## config.mk

```make
export PLATFORM = sky130hd
export DESIGN_NAME = sprite_mover
export DESIGN_NICKNAME = d
export VERILOG_FILES = /design/src/rtl/sprite_mover.sv
export SDC_FILE = /design/constraint.sdc
export NUM_CORES = 1
export LEC_CHECK = 0
export CAP_MARGIN = 0
export CORE_MARGIN = 3
export CORE_UTILIZATION = 53
export DETAILED_ROUTE_END_ITERATION = 6
export PLACE_DENSITY = 0.75
export SLEW_MARGIN = 40
export SYNTH_ARGS = -nofsm -noshare
export SYNTH_HDL_FRONTEND = slang
export SYNTH_SLANG_ARGS = --single-unit
```

## constraint.sdc

```tcl
create_clock -name clk -period 3.2 [get_ports clk]
set_input_delay 0.48 -clock clk [delete_from_list [all_inputs] [get_ports clk]]
set_output_delay 0.48 -clock clk [all_outputs]
set_load 0.05 [all_outputs]
```

## src/rtl/sprite_mover.sv

```systemverilog
// Sprite origin controller: clamps four-direction moves to the playfield and
// sequences an erase at the old origin followed by a masked redraw at the new one.
module sprite_mover #(
  parameter int                     SPR_W     = 2,
  parameter int                     SPR_H     = 3,
  parameter int                     X_BITS    = 8,
  parameter int                     Y_BITS    = 7,
  parameter int                     STEP      = 1,
  parameter int                     X_MIN     = 0,
  parameter int                     X_MAX     = 158,
  parameter int                     Y_MIN     = 0,
  parameter int                     Y_MAX     = 117,
  parameter int                     X_INIT    = 4,
  parameter int                     Y_INIT    = 58,
  parameter logic [2:0]             FG_COLOUR = 3'b111,
  parameter logic [2:0]             BG_COLOUR = 3'b000,
  parameter logic [SPR_W*SPR_H-1:0] MASK      = 6'b001100
) (
  input  logic              clk,
  input  logic              reset,
  input  logic              move_up,
  input  logic              move_down,
  input  logic              move_left,
  input  logic              move_right,
  output logic [X_BITS-1:0] pos_x,
  output logic [Y_BITS-1:0] pos_y,
  output logic [X_BITS-1:0] x_out,
  output logic [Y_BITS-1:0] y_out,
  output logic [2:0]        colour,
  output logic              write_en,
  output logic              busy
);

  localparam int N   = SPR_W * SPR_H;
  localparam int CXW = (SPR_W > 1) ? $clog2(SPR_W) : 1;
  localparam int CYW = (SPR_H > 1) ? $clog2(SPR_H) : 1;
  localparam int IW  = (N > 1) ? $clog2(N) : 1;

  typedef enum logic [2:0] {INIT, IDLE, ERASE, MOVE, DRAW} state_t;

  state_t            state;
  logic [CXW-1:0]    cx, cx_adv;
  logic [CYW-1:0]    cy, cy_adv;
  logic              last_px;
  logic [X_BITS-1:0] tgt_x, tgt_x_next;
  logic [Y_BITS-1:0] tgt_y, tgt_y_next;
  logic              move_req;
  logic [2:0]        draw_colour;
  logic [2:0]        colour_lut [2**IW];
  int                px, py;

  genvar gi;
  generate
    for (gi = 0; gi < 2**IW; gi++) begin : g_lut
      if (gi < N) begin : g_used
        assign colour_lut[gi] = MASK[gi] ? FG_COLOUR : BG_COLOUR;
      end else begin : g_pad
        assign colour_lut[gi] = BG_COLOUR;
      end
    end
  endgenerate

  // Raster advance: cx fastest, cy steps when cx wraps.
  always_comb begin
    cx_adv  = cx + 1'b1;
    cy_adv  = cy;
    if (cx == CXW'(SPR_W - 1)) begin
      cx_adv = '0;
      cy_adv = cy + 1'b1;
    end
    last_px     = (cx == CXW'(SPR_W - 1)) && (cy == CYW'(SPR_H - 1));
    draw_colour = colour_lut[IW'(int'(cy_adv) * SPR_W + int'(cx_adv))];
  end

  // Clamped target; comparisons happen in int so no subtraction can underflow.
  always_comb begin
    px         = int'(pos_x);
    py         = int'(pos_y);
    tgt_x_next = pos_x;
    tgt_y_next = pos_y;
    if (move_up && !move_down)
      tgt_y_next = (py < Y_MIN + STEP) ? Y_BITS'(Y_MIN) : Y_BITS'(py - STEP);
    if (move_down && !move_up)
      tgt_y_next = (py + STEP > Y_MAX) ? Y_BITS'(Y_MAX) : Y_BITS'(py + STEP);
    if (move_left && !move_right)
      tgt_x_next = (px < X_MIN + STEP) ? X_BITS'(X_MIN) : X_BITS'(px - STEP);
    if (move_right && !move_left)
      tgt_x_next = (px + STEP > X_MAX) ? X_BITS'(X_MAX) : X_BITS'(px + STEP);
    move_req = (tgt_x_next != pos_x) || (tgt_y_next != pos_y);
  end

  assign busy = (state != IDLE);

  // Outputs are loaded with the pixel of the state being entered.
  always_ff @(posedge clk or posedge reset) begin
    if (reset) begin
      state    <= INIT;
      cx       <= '0;
      cy       <= '0;
      pos_x    <= X_BITS'(X_INIT);
      pos_y    <= Y_BITS'(Y_INIT);
      tgt_x    <= X_BITS'(X_INIT);
      tgt_y    <= Y_BITS'(Y_INIT);
      write_en <= 1'b0;
      x_out    <= '0;
      y_out    <= '0;
      colour   <= '0;
    end else begin
      case (state)
        INIT: begin
          state    <= DRAW;
          cx       <= '0;
          cy       <= '0;
          write_en <= 1'b1;
          x_out    <= pos_x;
          y_out    <= pos_y;
          colour   <= colour_lut[0];
        end
        IDLE: begin
          write_en <= 1'b0;
          if (move_req) begin
            tgt_x    <= tgt_x_next;
            tgt_y    <= tgt_y_next;
            state    <= ERASE;
            cx       <= '0;
            cy       <= '0;
            write_en <= 1'b1;
            x_out    <= pos_x;
            y_out    <= pos_y;
            colour   <= BG_COLOUR;
          end
        end
        ERASE: begin
          if (last_px) begin
            state    <= MOVE;
            write_en <= 1'b0;
          end else begin
            cx       <= cx_adv;
            cy       <= cy_adv;
            write_en <= 1'b1;
            x_out    <= pos_x + X_BITS'(cx_adv);
            y_out    <= pos_y + Y_BITS'(cy_adv);
            colour   <= BG_COLOUR;
          end
        end
        MOVE: begin
          pos_x    <= tgt_x;
          pos_y    <= tgt_y;
          state    <= DRAW;
          cx       <= '0;
          cy       <= '0;
          write_en <= 1'b1;
          x_out    <= tgt_x;
          y_out    <= tgt_y;
          colour   <= colour_lut[0];
        end
        DRAW: begin
          if (last_px) begin
            state    <= IDLE;
            write_en <= 1'b0;
          end else begin
            cx       <= cx_adv;
            cy       <= cy_adv;
            write_en <= 1'b1;
            x_out    <= pos_x + X_BITS'(cx_adv);
            y_out    <= pos_y + Y_BITS'(cy_adv);
            colour   <= draw_colour;
          end
        end
        default: begin
          state    <= INIT;
          write_en <= 1'b0;
        end
      endcase
    end
  end

endmodule

```

==> metrics.yaml <==
outcome: "complete, no violations"
wirelength_mm: 12.1
ant_nets: 0
gp_congestion: 0.929
syn-cell-area_sq_um: 4130
die_w_um: 94.3
combinationalPowerShare: 0.652
end_kind: "register"
synthFlopType: "dfrtp_1"
grtUsageTotal: 0.278
cts_buffers: 5
cap_violations: 0
finalNetCount: 604
seqPwrFrac: 0.262
cts_tree: "yes"
cp_max_fo: 18
syn_avg_cell_area_sq_um: 8.26
cts.path.max_buffers: 2
fmax_ghz: 0.322
viasPerCell: 6.16
grt_overflow: 0
placed_cell_area_sq_um: 5070
final_area_sq_um: 5230
worst_pin_slew_ns: 0.641
clock_tree.root_cell: "clkbuf_8"
synth_fp_nets: 517
rsz0062_at_grt: "yes"
cts.sink_count: 53
yosysWarnings: 0
p_int_mw: 2.35
cts-hold-fix-buffers: 0
switching_share: 0.470
dieArea_sq_um: 8890
p_per_area_nw_per_um2: 850
n_fill_cell: 616
finalSetupViolCount: 0
grt_max_degree: 54
die_h_um: 94.3
min_period_ns: 3.11
syn2layout_area_growth_pct: 26.6
dp.cells: 677
synth.ff_latch_count: 53
slew_headroom: 0.572
firstDrtPassIters: 4
drive_above_1_share: 0.248
fin_cells: 687
leakagePower_nw: 2.25
crit_arrival_ns: 3.30
clkLatencyLatePin_ns: 0.31
clk_pin_slew_ns: 0.09
dp_hpwl_mm: 9.22
fin_worst_skew_ns: 0.00757
io_buffers: 40
start_util: 0.558
io_pins: 41
grt_first_pass_wirelength_mm: 19.7
synth_cell_type_count: 72
drt_iter0_drc: 248
htreeDepth: 2
hold_class: "register to register"
antenna_found_initial: 0
power.switching_mw: 2.09
syn_inst: 500
finalPower_mw: 4.44
seq_area_frac_synth: 0.324
synthArstFlopShare: 1.00
hold_viol: 0
slew_violations: 0
path_class: "register to register"
grt_pass1_vias: 4012
drc_errors: 0
fin_crit_sh: 0.971
clock_power_share: 0.086
antenna_cells: 0
cp-start-kind: "register"
peakVddDrop_mv: 0.728
wl_per_cell_um: 17.5
rows: 31
synth_edf_count: 0
fin_util: 0.706
vias: 4233
core-area_sq_um: 7410
required_ns: 3.39
## power groups by stage
stage / clock network, mW / registers [mW] / logic (mW)
floorplan: 0 / 1.49 / 1.56
global placement: 0 / 1.16 / 2.71
detailed placement: 0 / 1.17 / 2.80
CTS: 0.387 / 1.16 / 2.85
global route: 0.414 / 1.20 / 3.11
finish: 0.383 / 1.17 / 2.90
## path summary, 6_finish.rpt
check / start / endpoint / slack [ns] / depth (start not counted)
max in group asynchronous: reset / pos_y[0] / 2.07 / 3
hold / removal: tgt_y[4] / pos_y[4] / 0.49 / 2
setup reg to reg: pos_x[0] / x_out[1] / 0.09 / 12
setup / recovery: pos_x[0] / x_out[1] / 0.09 / 12
hold reg to reg: tgt_y[4] / pos_y[4] / 0.49 / 2
min in group asynchronous: reset / x_out[7] / 0.67 / 3
## cells in the mapped netlist (all sizes together), types with 4 or more instances
cell type,instances,area share
nor3,9,0.011
xnor2,6,0.013
dfstp,10,0.064
or3,5,0.0076
a21oi,16,0.022
nor4,4,0.0097
o22ai,5,0.0076
nor2b,10,0.015
o211ai,9,0.016
a31oi,5,0.0076
and3,6,0.0091
mux2,29,0.085
nand2b,9,0.014
dfrtp,43,0.26
inv,16,0.015
a221oi,5,0.011
ha,10,0.030
nand3b,5,0.010
xor2,4,0.0085
a32oi,4,0.0085
and2,4,0.0061
nand3,22,0.027
nor2,23,0.022
nand4,6,0.0091
nand2,90,0.082
o21ai,40,0.048
buf,19,0.030
o311ai,8,0.017
clkbuf,25,0.023
o31ai,5,0.0091
## registers in the layout (all words and copies together), names as in the netlist
signal and cells:
cy 2, write_en 1, tgt_x 8, cx 1
y_out 7, pos_x 8, x_out 8, tgt_y 7
state 3, pos_y 7, colour 1
## cell type report
| class | instances | area (sq um) | share of cell area |
|---|---|---|---|
| clock buffer | 8 | 90.1 | 0.0172 |
| inverter | 16 | 60.1 | 0.0115 |
| multi-input combinational | 387 | 2540 | 0.487 |
| sequential | 53 | 1340 | 0.257 |
| tap | 99 | 124 | 0.0237 |
| timing repair buffer | 124 | 1070 | 0.204 |
## cells by family (layout without fill, tap and decap cells)
logic type | after synthesis | in the layout | synth area share
fa+ha+maj | 11 | 11 | 0.0351
buf+inv | 60 | 148 | 0.0679
simple gates | 203 | 203 | 0.241
xor+xnor | 10 | 10 | 0.0212
compound gates | 132 | 132 | 0.220
mux | 31 | 31 | 0.0903
flops | 53 | 53 | 0.324
## cells in the final DEF (no fill, tap or decap), drive strengths merged, types with 5 or more instances in the layout
cell type,instances
nand2,90
buf,84
dfrtp,43
o21ai,40
clkdlybuf4s50,40
mux2,29
nor2,23
nand3,22
inv,16
a21oi,16
dfstp,10
nor2b,10
ha,10
nor3,9
nand2b,9
o211ai,9
o311ai,8
clkbuf,8
xnor2,6
nand4,6
and3,6
o31ai,5
or3,5
a221oi,5
a31oi,5
o22ai,5
nand3b,5
## stage by stage
step	worst slack, ns	hold WS (ns)	setup TNS, ns
after detailed placement	-0.224	0.482	-5.30
after floorplan	-0.0824	0.445	-0.882
after global placement	-0.149	0.470	-3.44
after global routing	-0.000554	0.510	-0.000554
after CTS	0.00958	0.489	0
final	0.0923	0.490	0
## what timing repair did
item / 4_1_cts / 5_1_grt
pin swaps: 1 / 2
gates resized for setup: 3 / 5
gates cloned: 0 / 0
buffers inserted: 1 / 1
endpoints found under the setup margin: 31 / 30
## worst max-delay path, stage by stage (launching register included)
cell,delay (ns)
dfrtp_2,0.44
inv_1,0.12
ha_2,0.26
nor2b_2,0.19
nand3b_2,0.15
or2_2,0.32
and3_1,0.20
a2111o_1,0.30
nor4_2,0.16
and4_4,0.32
a21oi_4,0.08
buf_12,0.16
mux2_4,0.30
## layer usage
metal / global-route usage / routed length, um
met1: 0.398 / 5400
met2: 0.446 / 5560
met3: 0.0280 / 846
met4: 0.0818 / 244
met5: 0 / 0
Power figures use the tool's default switching activity.
